<file path="src/rtl/bus_ctrl.sv">
// bus_ctrl: SRAM-style external bus cycle controller with programmable wait states.
// Optional BUS_CTRL_CODE_WP_EN blocks external writes to the code segment.
module bus_ctrl #(
  parameter int WAIT_CYCLES = 2,
  parameter int CNT_W = 4
) (
  input  logic        sys_clk,
  input  logic        sys_rst_n,
  input  logic        load,
  input  logic        store,
  input  logic        code_seg,
  input  logic        data_seg,
  input  logic        stack_seg,
  input  logic [23:0] addr_out,
  input  logic [15:0] data_out,
  output logic        ready,
  output logic [15:0] data_in,
  output logic [23:0] mem_addr,
  output logic [1:0]  mem_seg,
  output logic [15:0] mem_wdata,
  input  logic [15:0] mem_rdata,
  input  logic        mem_wait,
  output logic        mem_ce_n,
  output logic        mem_oe_n,
  output logic        mem_we_n,
  output logic        bus_err
);
  typedef enum logic [1:0] {IDLE, SETUP, ACCESS, DONE} state_t;
  localparam logic [CNT_W-1:0] WAIT_V = CNT_W'(WAIT_CYCLES);
  state_t state;
  logic armed, rd, wr_blk, req, wp;
  logic [1:0] seg;
  logic [CNT_W-1:0] cnt;
  assign req = armed & (load | store);
  // data_seg is the default encoding, so it only matters when nothing else is selected
  assign seg = code_seg ? 2'b01 : stack_seg ? 2'b10 : 2'b00;
`ifdef BUS_CTRL_CODE_WP_EN
  assign wp = store & ~load & (seg == 2'b01);
`else
  assign wp = 1'b0;
`endif
  always_ff @(posedge sys_clk or negedge sys_rst_n) begin
    if (!sys_rst_n) begin
      state     <= IDLE;
      armed     <= 1'b1;
      rd        <= 1'b0;
      wr_blk    <= 1'b0;
      cnt       <= '0;
      ready     <= 1'b0;
      data_in   <= '0;
      mem_addr  <= '0;
      mem_seg   <= 2'b00;
      mem_wdata <= '0;
      mem_ce_n  <= 1'b1;
      mem_oe_n  <= 1'b1;
      mem_we_n  <= 1'b1;
      bus_err   <= 1'b0;
    end else begin
      if (!load && !store) armed <= 1'b1;
      case (state)
        IDLE: if (req) begin
          state     <= SETUP;
          mem_addr  <= addr_out;
          mem_wdata <= data_out;
          mem_seg   <= seg;
          rd        <= load;
          wr_blk    <= wp;
          armed     <= 1'b0;
          mem_ce_n  <= 1'b0;
          if ((load & store) | wp) bus_err <= 1'b1;
        end
        SETUP: begin
          state    <= ACCESS;
          cnt      <= '0;
          mem_oe_n <= ~rd;
          mem_we_n <= rd | wr_blk;
        end
        ACCESS: if (cnt == WAIT_V && !mem_wait) begin
          state    <= DONE;
          ready    <= 1'b1;
          mem_ce_n <= 1'b1;
          mem_oe_n <= 1'b1;
          mem_we_n <= 1'b1;
          if (rd) data_in <= mem_rdata;
        end else if (cnt != WAIT_V) cnt <= cnt + 1'b1;
        DONE: begin
          ready <= 1'b0;
          state <= IDLE;
        end
      endcase
    end
  end
endmodule

</file>
<file path="config.mk">
export PLATFORM = sky130hd
export DESIGN_NAME = bus_ctrl
export DESIGN_NICKNAME = d
export VERILOG_FILES = /design/src/rtl/bus_ctrl.sv
export SDC_FILE = /design/constraint.sdc
export NUM_CORES = 1
export LEC_CHECK = 0
export CORE_MARGIN = 1
export CORE_UTILIZATION = 45
export CTS_CLUSTER_DIAMETER = 40
export DETAILED_ROUTE_END_ITERATION = 10
export PLACE_DENSITY = 0.85
export SLEW_MARGIN = 5
export SYNTH_ARGS = -nofsm -noshare
export SYNTH_HDL_FRONTEND = slang
export SYNTH_SLANG_ARGS = --single-unit
</file>
<file path="constraint.sdc">
create_clock -name sys_clk -period 4 [get_ports sys_clk]
set_clock_uncertainty 0.1 [all_clocks]
set_input_delay 0.8 -clock sys_clk [delete_from_list [all_inputs] [get_ports sys_clk]]
set_output_delay 0.8 -clock sys_clk [all_outputs]
set_load 0.03 [all_outputs]
</file>
# After elaboration in Yosys (flattened, before gate mapping)
# Index checks and enable logic that the tools add are counted.
# Widths: inputs -> output; s select.
# totals
register_bits,71
in_bits,64
elab_cells,61
# classes
add_sub_neg,1
n_eq_ne,9
muxes,17
bitwise_logic,4
n_reduce_logical,17
# ops
op,n
$reduce_and 3->1,4
$mux 2,4
$mux 4,2
$ne 2x2->1 const B,4
$pmux 1 s2,4
$pmux 2 s4,1
$pmux 4 s2,1
$reduce_and 2->1,4
$reduce_bool 2->1,3
$mux 1,5
$add 4x1->4 const B,1
$eq 2x2->1 const B,2
$eq 4x2->1 const B,1
$ne 4x2->1 const B,1
$logic_not 1->1,3
$and 1x1->1,2
$eq 2x1->1 const B,1
$logic_and 1x1->1,2
$logic_not 2->1,1
$not 1->1,1
$or 1x1->1,1

# Longest topological paths before layout
# Gate-level depths: netlist of the first run.
# depth
word_depth,5
ltp_mapped,7

# Worst setup path after synthesis of the first run
# No wires, ideal clock.
# synth_timing
path_kind,input to register
startpoint,input mem_wait
endpoint,register data_in[10]
setup_ns,0.125
arrival_time_ns,2.027
required_time_ns,3.775
path_slack_ns,1.748
stages,5
n_path_buf,2
path_cell_list,or4b_1 buf_6 nor2_8 buf_12 mux2_4
# synth_between
elab_chain_len,3
# synth_rtl
item,line,text
"start, declared",22,"input logic mem_wait,"
$logic_not 1->1,78,ACCESS: if (cnt == WAIT_V && !mem_wait) begin
$logic_and 1x1->1,78,
$reduce_and 3->1 (no line),-,
"end signal, assigned",84,if (rd) data_in <= mem_rdata;
"end, declared",17,"output logic [15:0] data_in,"
# Every way passes these cells.
# A chain may end at the register's enable or synchronous reset.

# Worst setup path after layout of the first run
# layout_timing
startpoint,input mem_wait
endpoint,register data_in[13]
# Same word-level chain as after synthesis.

==> impl_metrics.toml, run 1 <==
[floorplan]
core.rowCount = 28
initial_core_util = 0.476
die_w_um = 82.1
die_h_um = 82.1
die_area_um2 = 6740
io_pins = 127
core_um2 = 6060

[global_route]
grt_max_degree = 72
grt_pass1_wl_um = 9730
grt_pass1_vias = 2118
grt_overflow_total = 0
track_usage = 0.196
grt_antenna_before_repair = 0

[route]
drc = 0
dr.pass1.iters = 4
routedWlPerCell_um = 15.6
drt_wl_total_um = 6190
vias = 1975
antenna_left = 0
drt-vias-per-instance = 4.99
drtIter0Drc = 44

[layout]
fin_nets = 385
multiInputGateArea_um2 = 1030
mostFrequentLayoutCell = "clkdlybuf4s50_1"
area_growth_pct = 52.3
antennaDiodeCount = 0
fill_cells = 441
drive_above_1_share = 0.259
seqCellArea_um2 = 1780
final_cell_mix = "clkdlybuf4s50_1, dfrtp_1, mux2_2"

[yosys]
ys_seq_elements = 71
synth_compound_area_frac = 0.0524
synthAdderAreaFrac = 0.0217
syn_nets = 255
syn_inst = 186
synth-simple-area-share = 0.0338
avgSynthCellArea_um2 = 15.5
synth_top_family_by_area = "multiplexers"
synth_area_um2 = 2890
ys.warnings.count = 0
ys_types = 33
ys_seq_area_frac = 0.617
synth-xor-area-share = 0
synthMuxAreaShare = 0.246

[clock_tree]
cts_tree = "done"
ctsHoldBuffers = 0
path_clk_slew_ps = 70
post-cts-setup-buffer-count = 0
insertion_delay_ps = 330
cts_resized = 0
ctsRootBufferMaster = "clkbuf_8"
cts-buffers-inserted = 9
htree_levels = 3
cts.sink_count = 71
cts_max_path_buffers = 2

[placement]
routabilityCongestion = 0.713
port_buffers = 125
dp.final_hpwl_um = 4350

[sta]
relSlewSlack = 0.411
tightest_slew_ps = 883
min_period_over_period = 0.635
period_minus_slack_ps = 2540
timing.fmax_ghz = 0.394
maxSlewViolCount = 0
rsz0062_at_grt = "false"
whs_ps = 385
finalHoldViolCount = 0
setup_violations = 0
fin_setup_tns_ps = 0

[critical_path]
crit_fanout = 16
r2r_cells = 5
crit_arrival_ps = 2650
critical_path_required_ps = 4110
setup.worst_path.start_class = "primary input"
crit_type = "in -> reg"
endpoint_kind = "register"

[job]
max-cap-violations = 0

[power_and_ir_drop]
powerDensity_nw_per_um2 = 839
power_mw = 3.69
leakagePower_nw = 1.93
ir_worst_vdd_v = 0.000539

[worst_hold_path]
worst_hold_path.num_cells = 2
min_path_type = "reg -> reg"

[status]
status = "complete, no violations"
==> worst paths after layout <==
check	end	slack, ps	startpoint
min in group asynchronous	data_in[10]	490	sys_rst_n
max in group asynchronous	state[1]	2740	sys_rst_n
max	data_in[13]	1460	mem_wait
min reg2reg	mem_seg[1]	390	mem_seg[1]
min	mem_seg[1]	390	mem_seg[1]
max reg2reg	data_in[13]	1700	cnt[0]
==> flip-flops by register name, indices dropped and copies added (netlist names) <==
| name | count |
|---|---|
| mem_addr | 24 |
| data_in | 16 |
| mem_wdata | 16 |
| cnt | 4 |
| mem_seg | 2 |
| state | 2 |
| armed | 1 |
| bus_err | 1 |
| mem_ce_n | 1 |
| mem_oe_n | 1 |
| mem_we_n | 1 |
| rd | 1 |
| ready | 1 |
==> worst max-delay path: stages <==
cell	delay (ps)
clkdlybuf4s50_1	400
or4b_1	670
nor2_8	380
mux2_2	390
==> cell usage after synthesis <==
library cell / instances / area (um^2)
o32a_1: 2 / 20.0
o221ai_1: 1 / 8.76
or4b_1: 1 / 10.0
nor2_8: 1 / 20.0
o22ai_1: 2 / 12.5
inv_1: 8 / 30.0
a21oi_1: 4 / 20.0
nor3b_1: 1 / 7.51
nor3_1: 1 / 5.00
buf_2: 3 / 15.0
o211ai_2: 1 / 12.5
a221o_1: 1 / 10.0
a22oi_1: 1 / 7.51
mux2_4: 10 / 150
o31ai_1: 1 / 7.51
nand2_1: 4 / 15.0
o2bb2ai_1: 1 / 8.76
buf_12: 1 / 20.0
clkbuf_1: 2 / 7.51
dfrtp_1: 67 / 1680
buf_6: 1 / 11.3
and3_1: 1 / 6.26
o22a_1: 1 / 8.76
nand2b_1: 2 / 12.5
ha_1: 5 / 62.6
o21ba_2: 1 / 10.0
dfstp_2: 4 / 105
nor2b_1: 1 / 6.26
mux2i_1: 2 / 20.0
nand3_1: 3 / 15.0
a41o_1: 1 / 10.0
o21ai_0: 3 / 15.0
mux2_2: 48 / 541
==> metal layers <==
layer / global-route usage / up-vias / part of all wire
li1: - / 922 / -
met1: 0.223 / 956 / 0.41
met2: 0.326 / 87 / 0.49
met3: 0.0813 / 10 / 0.090
met4: 0.0789 / 0 / 0.012
met5: 0 / - / 0
==> power by group <==
part / internal, mW / switching [mW]
registers: 1.05 / 0.169
clock network: 0.290 / 0.251
logic: 0.917 / 1.02
==> cells by family after synthesis <==
logic type	count (synthesis)
compound gates	20
fa+ha+maj	5
buf+inv	15
flops	71
mux	60
simple gates	15
==> per-stage QoR <==
step | setup WS (ps) | cells | area (um^2) | util
floorplan | 1750 | 186 | 2890 | -
CTS | 1460 | 396 | 4400 | 0.726
global placement | 1130 | 380 | 4210 | 0.694
finish | 1460 | 396 | 4400 | 0.726
detailed placement | 1100 | 380 | 4210 | 0.694
global route | 1430 | 396 | 4400 | 0.726
==> layout make-up <==
cell class | instances | area share
clock buffers | 13 | 0.0407
multi-input cells | 100 | 0.234
repair buffers | 126 | 0.288
well taps | 75 | 0.0213
flip-flops and latches | 71 | 0.405
inverters | 8 | 0.00683
clock inverters | 3 | 0.00341
(Power assumes the default switching activity.)
==> run 2, diff against run 1 <==
--- a/config.mk
+++ b/config.mk
@@ -6,10 +6,10 @@
 export NUM_CORES = 1
 export LEC_CHECK = 0
 export CORE_MARGIN = 1
-export CORE_UTILIZATION = 45
+export CORE_UTILIZATION = 42
 export CTS_CLUSTER_DIAMETER = 40
 export DETAILED_ROUTE_END_ITERATION = 10
-export PLACE_DENSITY = 0.85
+export PLACE_DENSITY = 0.8
 export SLEW_MARGIN = 5
 export SYNTH_ARGS = -nofsm -noshare
 export SYNTH_HDL_FRONTEND = slang
==> constraint.sdc (replaced) <==
create_clock -name sys_clk -period 2.55 [get_ports sys_clk]
set_clock_uncertainty 0.1 [all_clocks]
set_input_delay 0.51 -clock sys_clk [delete_from_list [all_inputs] [get_ports sys_clk]]
set_output_delay 0.51 -clock sys_clk [all_outputs]
set_load 0.03 [all_outputs]
==> run 2 against run 1 <==
Effect of this change:
- global-route usage down 2.0 points
- the run now ends with DRC left
- largest cell class unchanged
- critical path type is now reg -> out
- die area up 7.0%
- non-clock buffer count up 3
- first-iteration DRC count up 57%
- cell count up 1.3%
- via count up 0.46%
- setup slack worse by 1100 ps
- clock power up 59%
- combinational power up 57%
- wire length down 3.3%
- sequential power up 58%
==> impl_metrics.toml, run 2 (same netlist as run 1, synthesis figures left out) <==
[clock_tree]
cts.sink_count = 71
ctsRootBufferMaster = "clkbuf_8"
ctsHoldBuffers = 0
insertion_delay_ps = 320
cts_resized = 0
cts_max_path_buffers = 2
cts_tree = "done"
cts-buffers-inserted = 9
htree_levels = 3
path_clk_slew_ps = 70
post-cts-setup-buffer-count = 0

[layout]
mostFrequentLayoutCell = "clkdlybuf4s50_1"
largest-register = "mem_addr"
largest_register_ffs = 24
final_area_um2 = 4420
drive_above_1_share = 0.259
reg_top3 = "mem_addr (24), data_in (16), mem_wdata (16)"
final_cell_mix = "clkdlybuf4s50_1, dfrtp_1, mux2_2"
area_growth_pct = 53.1
finalNonFillerCells = 401
fin_util = 0.681
fin_nets = 388
antennaDiodeCount = 0

[placement]
port_buffers = 125
dp.final_hpwl_um = 4310
dp_cells = 385
pre_cts_ws_ps = 78.4
post_dp_cell_area_um2 = 4230
routabilityCongestion = 0.694

[floorplan]
core_um2 = 6490
die_area_um2 = 7210
io_pins = 127
die_w_um = 84.9
core.rowCount = 29
die_h_um = 84.9
initial_core_util = 0.445

[global_route]
met3_usage = 0.0652
grt_busiest_layer = "met2"
grt_util_met2 = 0.280
track_usage = 0.176
grt_overflow_total = 0
grtUsageMet1 = 0.220
grt_max_degree = 72
grt_pass1_vias = 2114
grt_pass1_wl_um = 9830
grt_antenna_before_repair = 0

[critical_path]
critical_path_required_ps = 1940
endpoint_kind = "primary output"
crit_fanout = 3
crit_arrival_ps = 1560
slowest_stage = "clkdlybuf4s50_1"
cp_top_family = "buffers and inverters"
setup.worst_path.start_class = "register"
crit_chain = "clkdlybuf4s50_1"
crit_type = "reg -> out"
slowest_delay_ps = 690
crit_buf_inv = 1

[sta]
relSlewSlack = 0.415
maxSlewViolCount = 0
setup_violations = 0
rsz0062_at_grt = "false"
tightest_slew_ps = 878
finalHoldViolCount = 0
fin_setup_tns_ps = 0
whs_ps = 203
period_minus_slack_ps = 2170
min_period_over_period = 0.852
timing.fmax_ghz = 0.460
fin_ws_ps = 378

[route]
drtIter0Drc = 69
antenna_left = 0
dr.pass1.iters = 8
drt-vias-per-instance = 4.95
drt_wl_total_um = 5990
vias = 1984
routedWlPerCell_um = 14.9
drc = 10

[power_and_ir_drop]
ir_worst_vdd_v = 0.000870
power_mw = 5.81
powerDensity_nw_per_um2 = 1310
leakagePower_nw = 1.94

[status]
status = "finished with violations"
violations = "DRC"

[worst_hold_path]
min_path_type = "in -> async"

[job]
max-cap-violations = 0
-- run 2: changes by cell type in the layout (fill, tap and decap cells not counted), sizes merged --
cell,delta
clkbuf,-1
buf,+3
bufinv,+1
-- run 2: path summary, 6_finish.rpt --
check / cells after the start / from / to / slack, ps
min: 1 / sys_rst_n / data_in[0] / 200
max: 1 / mem_ce_n / mem_ce_n / 380
min reg2reg: 1 / bus_err / bus_err / 370
max in group asynchronous: 1 / sys_rst_n / bus_err / 1580
min in group sys_clk: 1 / bus_err / bus_err / 370
max reg2reg: 5 / cnt[0] / data_in[0] / 400
-- run 2: cell type report --
type                            instances  area [um^2]
Multi-Input combinational cell        100         1030
Inverter                                8         30.0
Timing Repair Buffer                  129         1290
Clock buffer                           12          145
Tap cell                               77         96.3
Fill cell                             485         2070
Sequential cell                        71         1780
Clock inverter                          4         45.0
-- run 2: metal layers --
| layer | up-vias | share of wire |
|---|---|---|
| met5 | - | 0 |
| met4 | 0 | 0.011 |
| met1 | 967 | 0.42 |
| li1 | 925 | - |
| met2 | 86 | 0.47 |
| met3 | 6 | 0.098 |
-- run 2: report_power, final --
group / internal [mW] / leakage (nW) / switching [mW]
combinational: 1.46 / 0.968 / 1.58
sequential: 1.64 / 0.870 / 0.269
clock: 0.475 / 0.100 / 0.385
